### src/rtl/scara_motion_sequencer.sv
// SCARA motion sequencer: buffers host commands in a FIFO and converts each move
// into per-axis step counts/directions with saturation; also handles dwell and
// set-position commands.
module scara_motion_sequencer #(
  parameter int unsigned        NUM_AXES   = 2,
  parameter int unsigned        ANGLE_W    = 13,
  parameter int unsigned        STEP_W     = 8,
  parameter int unsigned        STEP_SHIFT = 2,
  parameter int unsigned        FIFO_DEPTH = 4,
  parameter int unsigned        DWELL_W    = 13,
  parameter logic [ANGLE_W-1:0] HOME_ANGLE = 13'h0324
) (
  input  logic                          clk,
  input  logic                          reset,
  input  logic                          cmd_valid,
  output logic                          cmd_ready,
  input  logic [1:0]                    cmd_mode,
  input  logic [NUM_AXES*ANGLE_W-1:0]   cmd_angles,
  input  logic [DWELL_W-1:0]            cmd_dwell,
  input  logic                          cmd_effector,
  output logic                          step_valid,
  input  logic                          step_ready,
  output logic [NUM_AXES*STEP_W-1:0]    steps,
  output logic [NUM_AXES-1:0]           dirs,
  output logic                          effector,
  output logic                          sat_flag,
  output logic                          busy,
  output logic [$clog2(FIFO_DEPTH):0]   fifo_count,
  output logic [NUM_AXES*ANGLE_W-1:0]   current_angles
);

  localparam int unsigned PtrW   = $clog2(FIFO_DEPTH);
  localparam int unsigned CntW   = PtrW + 1;
  localparam int unsigned EntryW = 2 + NUM_AXES * ANGLE_W + DWELL_W + 1;
  localparam logic [ANGLE_W-1:0] StepMax = ANGLE_W'((1 << STEP_W) - 1);

  localparam logic [1:0] ModeAbs   = 2'b00;
  localparam logic [1:0] ModeRel   = 2'b01;
  localparam logic [1:0] ModeDwell = 2'b10;
  localparam logic [1:0] ModeSet   = 2'b11;

  typedef enum logic [1:0] {StIdle, StCalc, StIssue, StDwell} state_e;

  state_e                        state_q, state_d;
  logic                          init_q;
  logic [EntryW-1:0]             fifo_mem [FIFO_DEPTH];
  logic [PtrW-1:0]               wr_ptr_q, rd_ptr_q;
  logic [CntW-1:0]               count_q;
  logic [1:0]                    wrk_mode;
  logic [NUM_AXES*ANGLE_W-1:0]   wrk_angles;
  logic [DWELL_W-1:0]            wrk_dwell;
  logic                          eff_q;
  logic [DWELL_W-1:0]            dwell_cnt_q;
  logic [NUM_AXES*STEP_W-1:0]    steps_q;
  logic [NUM_AXES-1:0]           dirs_q;
  logic                          sat_q;
  logic [NUM_AXES*ANGLE_W-1:0]   cur_q;

  logic                          push, pop;
  logic [NUM_AXES*STEP_W-1:0]    calc_steps;
  logic [NUM_AXES-1:0]           calc_dirs;
  logic                          calc_sat, calc_any;
  logic [NUM_AXES*ANGLE_W-1:0]   calc_angles;

  // cmd_ready stays low until the first edge after reset release.
  assign cmd_ready      = init_q && (count_q < CntW'(FIFO_DEPTH));
  assign push           = cmd_valid && cmd_ready;
  assign pop            = (state_q == StIdle) && (count_q != '0);
  assign step_valid     = (state_q == StIssue);
  assign steps          = steps_q;
  assign dirs           = dirs_q;
  assign effector       = eff_q;
  assign sat_flag       = sat_q;
  assign busy           = (state_q != StIdle) || (count_q != '0);
  assign fifo_count     = count_q;
  assign current_angles = cur_q;

  // FIFO storage; stale entries are harmless since pointers are reset.
  always_ff @(posedge clk) begin
    if (push) fifo_mem[wr_ptr_q] <= {cmd_mode, cmd_angles, cmd_dwell, cmd_effector};
  end

  // FIFO pointers, occupancy and post-reset ready enable.
  always_ff @(posedge clk or negedge reset) begin
    if (!reset) begin
      init_q   <= 1'b0;
      wr_ptr_q <= '0;
      rd_ptr_q <= '0;
      count_q  <= '0;
    end else begin
      init_q <= 1'b1;
      if (push) wr_ptr_q <= wr_ptr_q + PtrW'(1);
      if (pop)  rd_ptr_q <= rd_ptr_q + PtrW'(1);
      case ({push, pop})
        2'b10:   count_q <= count_q + CntW'(1);
        2'b01:   count_q <= count_q - CntW'(1);
        default: count_q <= count_q;
      endcase
    end
  end

  // Per-axis move conversion: short-path delta, step magnitude with clipping.
  always_comb begin
    logic [ANGLE_W-1:0] cur, target, delta, mag, move;
    cur         = '0;
    target      = '0;
    delta       = '0;
    mag         = '0;
    move        = '0;
    calc_steps  = '0;
    calc_dirs   = '0;
    calc_sat    = 1'b0;
    calc_any    = 1'b0;
    calc_angles = cur_q;
    for (int i = 0; i < NUM_AXES; i++) begin
      cur    = cur_q[i*ANGLE_W +: ANGLE_W];
      target = (wrk_mode == ModeRel) ? cur + wrk_angles[i*ANGLE_W +: ANGLE_W]
                                     : wrk_angles[i*ANGLE_W +: ANGLE_W];
      delta  = target - cur;
      mag    = (delta[ANGLE_W-1] ? -delta : delta) >> STEP_SHIFT;
      if (mag > StepMax) begin
        mag      = StepMax;
        calc_sat = 1'b1;
      end
      calc_steps[i*STEP_W +: STEP_W] = mag[STEP_W-1:0];
      calc_dirs[i] = !delta[ANGLE_W-1] && (delta != '0);
      // Only whole steps are committed; the sub-step residual carries forward.
      move = mag << STEP_SHIFT;
      calc_angles[i*ANGLE_W +: ANGLE_W] = delta[ANGLE_W-1] ? cur - move : cur + move;
      if (mag != '0) calc_any = 1'b1;
    end
  end

  // Sequencer next-state logic.
  always_comb begin
    state_d = state_q;
    unique case (state_q)
      StIdle: if (pop) state_d = StCalc;
      StCalc: begin
        unique case (wrk_mode)
          ModeDwell: state_d = StDwell;
          ModeSet:   state_d = StIdle;
          default:   state_d = calc_any ? StIssue : StIdle;
        endcase
      end
      StIssue: if (step_ready) state_d = StIdle;
      StDwell: if (dwell_cnt_q == '0) state_d = StIdle;
      default: state_d = StIdle;
    endcase
  end

  // State register plus working register, position and step outputs.
  always_ff @(posedge clk or negedge reset) begin
    if (!reset) begin
      state_q     <= StIdle;
      wrk_mode    <= ModeAbs;
      wrk_angles  <= '0;
      wrk_dwell   <= '0;
      eff_q       <= 1'b0;
      dwell_cnt_q <= '0;
      steps_q     <= '0;
      dirs_q      <= '0;
      sat_q       <= 1'b0;
      cur_q       <= {NUM_AXES{HOME_ANGLE}};
    end else begin
      state_q <= state_d;
      if (pop) {wrk_mode, wrk_angles, wrk_dwell, eff_q} <= fifo_mem[rd_ptr_q];
      if (state_q == StCalc) begin
        sat_q   <= 1'b0;
        steps_q <= '0;
        dirs_q  <= '0;
        unique case (wrk_mode)
          ModeDwell: dwell_cnt_q <= wrk_dwell;
          ModeSet:   cur_q <= wrk_angles;
          default: begin
            steps_q <= calc_steps;
            dirs_q  <= calc_dirs;
            sat_q   <= calc_sat;
            cur_q   <= calc_angles;
          end
        endcase
      end
      if ((state_q == StDwell) && (dwell_cnt_q != '0)) dwell_cnt_q <= dwell_cnt_q - DWELL_W'(1);
    end
  end

endmodule
### config.mk
export PLATFORM = sky130hd
export DESIGN_NAME = scara_motion_sequencer
export DESIGN_NICKNAME = d
export VERILOG_FILES = /design/src/rtl/scara_motion_sequencer.sv
export SDC_FILE = /design/constraint.sdc
export NUM_CORES = 1
export LEC_CHECK = 0
export CAP_MARGIN = 30
export CORE_MARGIN = 3
export CORE_UTILIZATION = 48
export DETAILED_ROUTE_END_ITERATION = 10
export MAX_ROUTING_LAYER = met4
export PLACE_DENSITY_LB_ADDON = 0.12
export SYNTH_ARGS = -nofsm -noshare
export SYNTH_HDL_FRONTEND = slang
export SYNTH_SLANG_ARGS = --single-unit
### constraint.sdc
create_clock -name clk -period 13.8 [get_ports clk]
set_input_delay 2.76 -clock clk [delete_from_list [all_inputs] [get_ports clk]]
set_output_delay 2.76 -clock clk [all_outputs]
set_load 0.02 [all_outputs]
==> results_dict.tcl <==
set metrics [dict create \
    clk_transition_reported_paths_ns 0.06 \
    fin_setup_tns_ns 0 \
    yosys_warns 0 \
    cp_slowest_stage_delay_ns 0.83 \
    grt_first_pass_wirelength_um 51200 \
    synth_fp_nets 1363 \
    yosys.area.top_type_share_pct 34.0 \
    max_freq_mhz 116 \
    synth-seq-area-share_pct 52.6 \
    clock_insertion_delay_at_the_later_pin_of_the_skew_report_ns 0.57 \
    yosys_most_used_dff "edfxtp_1" \
    setup.worst_path.class "register to register" \
    syn_area_per_cell_um2 12.0 \
    tcrit_tclk_final_pct 62.3 \
    cts_resized 0 \
    crit_slowest_cell "o22ai_1" \
    postSynthRegisterBits 278 \
    globalRouteOverflowTotal 0 \
    min_path_type "register to register" \
    finalSetupViolations 0 \
    drv_slew 0 \
    drt_first_iter_violations 558 \
    setup.worst_path.end_class "register" \
    endpoint "current_angles[12]$_DFFE_PN0P_" \
    htree_num_levels 1 \
    routed_wire_length_per_instance_um 18.0 \
    post_synthesis_instance_area_mm2 0.0148 \
    antenna_violating_nets_left 0 \
    largest_net_degree_at_the_start_of_global_routing 59 \
    dp_cells 1696 \
    grt_setup_unrepaired "false" \
    dpl_worst_slack_ns 5.23 \
    dieArea_mm2 0.0331 \
    all_layer_gr_usage_pct 19.6 \
    die_width_um 182 \
    coreArea_mm2 0.0300 \
    dp_hpwl_um 22200 \
    critical_path.most_common_cell "o21ai_0" \
    worstPathBufferInverterCount 3 \
    final_cell_area_mm2 0.0174 \
    number_of_global_route_vias_before_repair 9707 \
    r2r_setup_slack_ns 5.21 \
    instance_count_on_the_critical_path 39 \
    drt_drc_violations_left 0 \
    floorplan.initialDensity_pct 49.4 \
    post_cts.repair.setup_buffers 0 \
    cp-start-kind "register" \
    worst_tran_pin_value_ns 1.07 \
    timing.critical_path.fanout_max 13 \
    ff_to_ff_start "current_angles[1]$_DFFE_PN0P_" \
    synthDominantAreaCellType "edfxtp_1" \
    die_h_um 182 \
    syn_to_final_growth_pct 16.9 \
    viasPerCell 5.59 \
    required_ns 14.25 \
    layout.cells.non_filler 1753 \
    number_of_antenna_violations_at_the_first_check_in_global_routing 1 \
    route.vias.total 9800 \
    port_buffers 97 \
    clock_tree.buffer_depth 3 \
    timing.final.ws_setup_ns 5.21 \
    num_io_pins 98 \
    clk_root_buffer_cell "clkbuf_16" \
    placedInstanceArea_mm2 0.0163 \
    drv_cap 0 \
    cts_sinks 278 \
    result_of_the_run "complete, no violations" \
    syn-instance-count 1234 \
    dominant_delay_contributor_by_cell_family_on_the_critical_path "compound AO/OA/AOI/OAI gates" \
    cp-startpoint "current_angles[1]$_DFFE_PN0P_" \
    postRouteWirelength_um 31500 \
    cts.hold.buffers_added 0 \
    maxSlewHeadroom_pct 28.7 \
    synth_edf_count 168 \
    synth.distinct_cells 70 \
    detail_route.first_pass.iterations 5 \
    placementRows 63 \
    finalNetCount 1467 \
    reg2reg_depth 39 \
    number_of_clock_buffers_inserted_by_tritoncts 30 \
    fillCellCount 2465 \
    clock-skew-final_ns 0.0234 \
    place_congestion 0.873 \
    post-route-min-period_ns 8.59 \
    crit-reg2reg-capture "current_angles[12]$_DFFE_PN0P_" \
    tritoncts "done" \
    timing_hold_violations_final 0 \
    drive_above_1_share_pct 13.6 \
    async_flop_share_pct 39.6 \
    netlist_top_cells_area "edfxtp_1 34%, dfrtp_1 17%, ha_1 6.4%" \
    timing.critical_path.arrival_ns 9.05 \
]
==> through the flow <==
step / utilization [%] / hold WS [ns]
floorplan: - / 0.442
global placement: 54.1 / 0.453
detailed placement: 54.2 / 0.459
CTS: 57.8 / 0.472
global route: 57.8 / 0.504
finish: 57.8 / 0.463
==> cell families after synthesis <==
group	share of synthesized area [%]
muxes	10.8
adders and majority gates	7.35
other	0.0253
buffers and inverters	2.97
AOI/OAI and AO/OA	12.1
xor gates and xnor gates	4.72
DFF	52.6
and+or+nand+nor	9.42
==> worst reg2reg max path: cells and delay by family (launching register included) <==
| family | cells | cell delay (ns) |
|---|---|---|
| AO/OA/AOI/OAI | 24 | 4.77 |
| multiplexers | 2 | 0.71 |
| buffers and inverters | 3 | 0.38 |
| AND/OR/NAND/NOR | 3 | 0.55 |
| XOR/XNOR | 3 | 0.41 |
| flip-flops | 1 | 0.44 |
| adder cells (fa/ha/maj) | 4 | 1.21 |
==> state kept, by name, summed over array words and instances, names as in the netlist, 2 cells and up <==
signal	cells
dwell_cnt_q	13
current_angles	26
rd_ptr_q	2
fifo_mem	168
wrk_angles	26
steps	16
dirs	2
wrk_mode	2
wr_ptr_q	2
wrk_dwell	13
state_q	2
fifo_count	3
==> final cells by class <==
| type | instances | area, um2 | area share, % |
|---|---|---|---|
| Antenna cell | 1 | 2.50 | 0.0144 |
| Multi-Input combinational cell | 839 | 6600 | 38.0 |
| Clock inverter | 23 | 267 | 1.54 |
| Tap cell | 390 | 488 | 2.81 |
| Sequential cell | 278 | 7810 | 45.0 |
| Clock buffer | 33 | 792 | 4.56 |
| Inverter | 75 | 282 | 1.62 |
| Timing Repair Buffer | 114 | 1110 | 6.41 |
==> per-layer routing <==
metal,wire length (um),up-vias,global-route usage (%)
li1,-,4802,-
met1,14500,4765,26.7
met2,14900,189,31.5
met3,1370,44,2.98
met4,697,0,4.24
met5,0,-,-
==> placed cells by master (no fill, tap or decap), types with 8 or more instances in the layout <==
cell type	n
a211oi_1	16
a21o_1	16
a21oi_1	66
a22o_1	14
and3_1	8
buf_4	16
clkbuf_16	30
clkdlybuf4s50_1	96
clkinv_2	11
dfrtp_1	100
dfstp_2	8
edfxtp_1	168
ha_1	76
inv_1	74
mux2_2	49
mux2i_1	9
mux4_2	42
nand2_1	117
nand2b_1	15
nand3_1	11
nor2_1	72
nor2b_1	15
nor3_1	20
o211ai_1	14
o21a_1	8
o21ai_0	73
or3_1	10
xnor2_1	44
xor2_1	36
==> synth_stat cells, drive strengths merged, types with 15 or more instances <==
cell    number
nand2b      15
ha          76
a211oi      16
xnor2       44
o21ai       73
mux4        42
xor2        36
nand2      117
a21o        16
inv         75
nor3        20
nor2b       15
a21oi       66
dfrtp      102
mux2        49
edfxtp     168
clkbuf      38
nor2        72
==> worst min-delay path by stage <==
| stage | to | depth (start not counted) | startpoint | slack, ns |
|---|---|---|---|---|
| floorplan | dwell_cnt_q[12]$_DFFE_PN0P_ | 2 | wrk_dwell[12]$_DFFE_PN0P_ | 0.44 |
| global placement | dirs[1]$_DFFE_PN0P_ | 2 | dirs[1]$_DFFE_PN0P_ | 0.45 |
| detailed placement | dirs[1]$_DFFE_PN0P_ | 2 | dirs[1]$_DFFE_PN0P_ | 0.46 |
| CTS | dirs[1]$_DFFE_PN0P_ | 2 | dirs[1]$_DFFE_PN0P_ | 0.47 |
| global route | dwell_cnt_q[12]$_DFFE_PN0P_ | 2 | wrk_dwell[12]$_DFFE_PN0P_ | 0.50 |
| finish | dirs[1]$_DFFE_PN0P_ | 2 | dirs[1]$_DFFE_PN0P_ | 0.46 |
Power is not shown: default switching activity piles up to over one toggle a cycle in this logic, so the estimate is an artifact.
